## src/rtl/ldtu_gain_select.sv

```systemverilog
// LiTe-DTU gain selection: forwards gain_10 and switches to gain_1 around saturated samples.
// Optional LDTU_GS_FORCE_EN adds force_g01/force_g10 overrides at the output register.
module ldtu_gain_select #(
  parameter int unsigned Nbits_12    = 12,
  parameter int unsigned PRE_SAMPLES = 4,
  parameter int unsigned TAIL_SHORT  = 8,
  parameter int unsigned TAIL_LONG   = 16,
  parameter int unsigned CNT_W       = 5
) (
  input  logic                CLK,
  input  logic                rst_b,
  input  logic [Nbits_12-1:0] DATA_gain_01,
  input  logic [Nbits_12-1:0] DATA_gain_10,
  input  logic [Nbits_12-1:0] SATURATION_value,
  input  logic                win_sel,
`ifdef LDTU_GS_FORCE_EN
  input  logic                force_g01,
  input  logic                force_g10,
`endif
  output logic [Nbits_12:0]   DATA_gain,
  output logic                SeuError
);

  logic [Nbits_12-1:0] r_d01 [0:PRE_SAMPLES];
  logic [Nbits_12-1:0] r_d10 [0:PRE_SAMPLES];
  logic [CNT_W-1:0]    r_cnt;
  logic [Nbits_12:0]   r_data_gain;

  logic                w_sat;
  logic [CNT_W-1:0]    w_reload;
  logic                w_sel_g01;

  assign w_sat    = (DATA_gain_10 >= SATURATION_value);
  assign w_reload = win_sel ? CNT_W'(PRE_SAMPLES + TAIL_LONG)
                            : CNT_W'(PRE_SAMPLES + TAIL_SHORT);

`ifdef LDTU_GS_FORCE_EN
  // Forces act only on the output mux; the counter keeps tracking the window.
  assign w_sel_g01 = force_g01 ? 1'b1 :
                     force_g10 ? 1'b0 : (r_cnt != '0);
`else
  assign w_sel_g01 = (r_cnt != '0);
`endif

  always_ff @(posedge CLK or negedge rst_b) begin
    if (!rst_b) begin
      for (int unsigned i = 0; i <= PRE_SAMPLES; i++) begin
        r_d01[i] <= '0;
        r_d10[i] <= '0;
      end
    end else begin
      r_d01[0] <= DATA_gain_01;
      r_d10[0] <= DATA_gain_10;
      for (int unsigned i = 1; i <= PRE_SAMPLES; i++) begin
        r_d01[i] <= r_d01[i-1];
        r_d10[i] <= r_d10[i-1];
      end
    end
  end

  always_ff @(posedge CLK or negedge rst_b) begin
    if (!rst_b) begin
      r_cnt <= '0;
    end else if (w_sat) begin
      r_cnt <= w_reload;
    end else if (r_cnt != '0) begin
      r_cnt <= r_cnt - CNT_W'(1);
    end
  end

  always_ff @(posedge CLK or negedge rst_b) begin
    if (!rst_b) begin
      r_data_gain <= '0;
    end else if (w_sel_g01) begin
      r_data_gain <= {1'b1, r_d01[PRE_SAMPLES]};
    end else begin
      r_data_gain <= {1'b0, r_d10[PRE_SAMPLES]};
    end
  end

  assign DATA_gain = r_data_gain;
  assign SeuError  = 1'b0;

endmodule

```

## config.mk

```make
export PLATFORM = sky130hd
export DESIGN_NAME = ldtu_gain_select
export DESIGN_NICKNAME = d
export VERILOG_FILES = /design/src/rtl/ldtu_gain_select.sv
export SDC_FILE = /design/constraint.sdc
export NUM_CORES = 1
export LEC_CHECK = 0
export CORE_MARGIN = 8
export CORE_UTILIZATION = 48
export CTS_BUF_LIST = sky130_fd_sc_hd__clkbuf_16
export CTS_CLUSTER_SIZE = 12
export DETAILED_ROUTE_END_ITERATION = 10
export MAX_ROUTING_LAYER = met4
export PLACE_DENSITY = 0.74
export SLEW_MARGIN = 40
export SYNTH_ARGS = -nofsm -noshare
export SYNTH_HDL_FRONTEND = slang
export SYNTH_SLANG_ARGS = --single-unit
```

## constraint.sdc

```tcl
create_clock -name CLK -period 1.5 [get_ports CLK]
set_input_delay 0.3 -clock CLK [delete_from_list [all_inputs] [get_ports CLK]]
set_output_delay 0.3 -clock CLK [all_outputs]
set_load 0.02 [all_outputs]
```

Yosys cells after proc, flatten, opt, wreduce, memory -nomap -nowiden
Cells that the tools add are included.
Widths: inputs -> output; s select.
{ "totals": {"register_bits": 138, "latch_bits": 0, "ramBits": 0, "romBits": 0, "inputBits": 39, "out_inout_bits": 14, "n_memories": 0} }
{ "op_classes": {"add_sub_neg": 1, "n_mul": 0, "n_div": 0, "n_lt_le_gt_ge": 1, "eq_ne": 0, "shifts": 0, "mux": 4, "bitwise_logic": 0, "n_reduce_logical": 2} }
{ "op_table": {"columns": ["op", "count"], "rows": [
  ["$mux 5", 3],
  ["$mux 13", 1],
  ["$ge 12x12->1", 1],
  ["$reduce_bool 5->1", 1],
  ["$sub 5x1->5 const B", 1],
  ["$reduce_bool 2->1", 1]
]} }

Longest topological paths before layout
Gate-level depths: netlist of the first run.
{ "logic_depth": {"word_depth": 3, "depth_mapped": 7, "depth_no_buf": 6} }

Worst setup path before layout of the first run
Ideal clock, no wire load.
{ "synth_timing": {"path_kind": "in2reg", "startpoint": "input port SATURATION_value[9]", "endpoint": "register r_cnt[4]", "setup_time_ns": 0.128, "arrival_ns": 1.611, "required_time_ns": 1.372, "path_slack_ns": -0.239, "stages": 6, "cell_sequence": "inv_1 -> ha_1 -> and4_4 -> nor3b_2 -> a221oi_4 -> mux2_1"} }
{ "synth_between": {"elab_chain_len": 2, "elab_cells_between_ends": 3, "cone_classes": "order compare (1); mux (1); reduce/logical (1)"} }
{ "synth_rtl": {"columns": ["item", "line", "text"], "rows": [
  ["from (decl)", "14", "input logic [Nbits_12-1:0] SATURATION_value,"],
  ["$ge 12x12->1 *", "33", "assign w_sat = (DATA_gain_10 >= SATURATION_value);"],
  ["$mux 5 / $reduce_bool 2->1 (equally long branches)", null, null],
  ["to (signal assigned)", "65", "r_cnt <= w_reload;"],
  ["to (signal assigned)", "67", "r_cnt <= r_cnt - CNT_W'(1);"],
  ["to (decl)", "26", "logic [CNT_W-1:0] r_cnt;"]
]} }
Every way passes the cells marked *; elsewhere a longest branch is shown, timed or not.
A chain may end at the register's enable or synchronous reset.

Worst setup path in the final report of the first run
{ "layout_timing": {"startpoint": "register r_cnt[0]", "endpoint": "register r_data_gain[5], in the netlist DATA_gain[5]"} }
{ "layout_between": {"elab_chain_len": 2} }
{ "layout_rtl": {"columns": ["item", "line", "text"], "rows": [
  ["$reduce_bool 5->1", "42", "assign w_sel_g01 = (r_cnt != '0);"],
  ["$mux 13", "74", "end else if (w_sel_g01) begin"],
  ["to (signal assigned)", "75", "r_data_gain <= {1'b1, r_d01[PRE_SAMPLES]};"],
  ["to (signal assigned)", "77", "r_data_gain <= {1'b0, r_d10[PRE_SAMPLES]};"],
  ["to (decl)", "27", "logic [Nbits_12:0] r_data_gain;"]
]} }
Every way passes these cells.

==> impl_metrics.csv, run 1 <==
group,metric,value,unit
worst_setup_path,reg2reg_from,"r_cnt[0]",
sta,report.final.slew_viol_count,0,
global_route,track_usage,0.152,
sta,min_period,1.64,ns
floorplanning,dieArea,11800,um2
layout,nNetsFinal,361,
worst_setup_path,cpMostUsedCell,"buf_12",
global_route,grt_overflow,0,
placement,gp_congestion,0.692,
drt,via_per_inst,4.69,
sta,fin_crit_sh,1.09,
drt,first_iter_violations,50,
drt,vias,1997,
clock_tree,cts_tree,"done",
worst_hold_path,min_to,"r_d10[48]",
placement,hpwl,4.13,mm
worst_setup_path,r2r_slack,-0.14,ns
worst_setup_path,required,1.78,ns
sta,hold_violations,0,
layout,area_growth,41.1,%
synthesis,syn_nets,269,
worst_hold_path,worstHoldStart,"DATA_gain_10[0]",
synthesis,synth-edff-count,0,
worst_setup_path,cp.arrival,1.92,ns
layout,diodes,0,
synthesis,yosysUniqueCellTypes,26,
status,failed_checks,"negative setup slack",
synthesis,synth_area_leaders,"dfrtp_1 (84%), ha_1 (4.3%), mux2_4 (2.6%)",
pwr,vdd_drop_max,1.19,mV
worst_setup_path,critical_path.max_fanout,7,
floorplanning,die_w,109,um
worst_setup_path,endpoint_kind,"register",
global_route,grt_pass1_wl,12.6,mm
worst_setup_path,reg2reg_depth,7,
worst_setup_path,crit_path_top_delay_cell,"dfrtp_1",
clock_tree,clk_latency,0.40,ns
floorplanning,initial_utilization,0.498,
layout,drive_above_1_share,0.377,
synthesis,ys_seq_elements,138,
worst_hold_path,holdPathStages,1,
sta,setup_viol_count_final,15,
worst_setup_path,cp_slowest_stage_delay,0.39,ns
clock_tree,clock_sinks,138,
clock_tree,htree_levels,4,
synthesis,synth-main-ff-cell,"dfrtp_1",
global_route,grt_max_degree,43,
synthesis,syn_inst,216,
clock_tree,cts.reportedPaths.clkPinSlew,0.06,ns
sta,holdWs,0.0183,ns
worst_setup_path,crit_chain,"inv_2 > ha_4 > nor4b_4 > buf_4 > buf_12 > buf_12 > mux2_4",
drt,drc,0,
global_route,antenna_found_initial,0,
synthesis,syn_area,4120,um2
sta,fin_ws,-0.138,ns
sta,rsz0062_at_grt,"yes",
floorplanning,num_rows,33,
worst_setup_path,startpoint,"r_cnt[0]",
placement,port_buffers,51,
worst_setup_path,rr_endpoint,"DATA_gain[5]",
clock_tree,cts_buffer_depth,2,
clock_tree,numCtsBuffers,17,
pwr,p_leak,2.66,nW
synthesis,ys_seq_area_frac,0.839,
worst_setup_path,critPathKind,"reg -> reg",
synthesis,yosys_warnings,0,
clock_tree,cts_root_buf,"clkbuf_16",
drt,ant_nets,0,
worst_setup_path,cp-start-kind,"register",
sta,finClkSkew,0.00892,ns
drt,route.detailed.wl_per_inst,18.2,um
global_route,grt_pass1_vias,2345,
pwr,power_density,1680,nW/um2
placement,place_inst,387,
synthesis,synth.top_cell.area_share,0.839,
worst_hold_path,hp-class,"in -> reg",
drt,first_pass_iters,4,
status,status,"complete, but fails checks",
floorplanning,die_h,109,um
layout,fin_util,0.703,
sta,max_clock_freq,610,MHz
floorplanning,num_io_pins,53,
worst_setup_path,critPathTopFamily,"buffers and inverters",
floorplanning,core-area,8260,um2
drt,wl,7.74,mm
run,maxCapViolations,0,
layout,final_cells,426,
synthesis,synthArstFlopShare,1.00,
synthesis,synth.avg_cell_area,19.1,um2
worst_setup_path,crit_buf_inv,4,
synthesis,yosys.area.top_type,"dfrtp_1",
==> metrics by stage <==
stage          setup WS (ns)  setup TNS (ns)  area [um2]  power, mW
3_5_place_dp          -0.799           -4.81        4990       5.15
2_1_floorplan         -0.167           -1.44        4190       4.60
3_3_place_gp          -0.783           -3.82        4990       5.07
4_1_cts               -0.107           -1.36        5800       9.77
5_1_grt               -0.172           -1.75        5810       10.1
6_report              -0.138           -1.32        5810       9.77
==> sequential cells by signal, summed over array words and instances, names as in the netlist <==
register / flops
r_d10: 60
DATA_gain: 13
r_cnt: 5
r_d01: 60
==> power breakdown <==
group	internal [mW]	switching [mW]	total, mW
combinational	0.675	0.607	1.28
clock	2.78	1.57	4.36
sequential	3.99	0.145	4.13
==> how the worst max path moves through the flow <==
| stage | slack [ns] | to | cells after the start |
|---|---|---|---|
| after floorplan | -0.17 | r_cnt[4] | 6 |
| after global placement | -0.78 | r_cnt[4] | 7 |
| after detailed placement | -0.80 | r_cnt[4] | 7 |
| after CTS | -0.11 | DATA_gain[5] | 7 |
| after global routing | -0.17 | DATA_gain[11] | 7 |
| final | -0.14 | DATA_gain[5] | 7 |
==> per-layer routing <==
layer,wire length [um],part of all wire,global-route usage,vias up
li1,-,-,-,883
met1,3390,0.44,0.183,1043
met2,3880,0.50,0.231,60
met3,328,0.042,0.0488,11
met4,146,0.019,0.0665,0
met5,0,0,-,-
==> synthesized netlist by cell type (2+ instances only) <==
cell / n
and2_1: 2
xnor2_1: 2
nand2_1: 5
o21ai_0: 4
o21ai_1: 2
mux2_2: 6
mux2_4: 7
nor2_1: 4
a21oi_1: 4
dfrtp_1: 138
inv_1: 14
ha_1: 14
==> logic make-up after synthesis <==
logic type      Yosys count  synth area share
xor+xnor                  3           0.00638
fa+ha+maj                14            0.0426
other cells               1          0.000911
flops                   138             0.839
mux                      15            0.0471
buf+inv                  17            0.0182
compound gates           11            0.0185
simple gates             17            0.0274
==> cell usage in the layout, fill, tap and decap left out, drive strengths merged, types with 2 or more instances in the layout <==
cell and instances:
dfrtp 138, clkinvlp 2, clkdlybuf4s50 13, nor3b 2
ha 14, a21oi 4, xnor2 2, bufinv 4
inv 15, nand2 5, nor2 4, dlygate4sd2 24
mux2 14, and2 2, clkbuf 27, buf 26
o21ai 6, clkinv 9
==> area by class of cell <==
cell class / count / area [um2]
clock buffer: 17 / 425
clock inverter: 15 / 201
fill: 513 / 2450
inverter: 15 / 71.3
multi-input combinational: 61 / 841
sequential: 138 / 3450
tap: 105 / 131
timing repair buffer: 75 / 683
==> what timing repair did <==
| item | 4_1_cts | 5_1_grt |
|---|---|---|
| pin swaps | 14 | 15 |
| setup endpoints to repair | 30 | 17 |
| endpoints found under the hold margin | 29 | 0 |
| buffers inserted | 7 | 3 |
| gates cloned | 1 | 0 |
| gates resized for setup | 74 | 34 |
| hold buffers | 1 | 0 |
(Power assumes the default switching activity.)
==> run 2, diff against run 1 <==
--- a/config.mk
+++ b/config.mk
@@ -5,6 +5,7 @@
 export SDC_FILE = /design/constraint.sdc
 export NUM_CORES = 1
 export LEC_CHECK = 0
+export ABC_CLOCK_PERIOD_IN_PS = 1500
 export CORE_MARGIN = 8
 export CORE_UTILIZATION = 48
 export CTS_BUF_LIST = sky130_fd_sc_hd__clkbuf_16
==> results of run 2 <==
Final layout, timing and power as in run 1 (identical DEF).
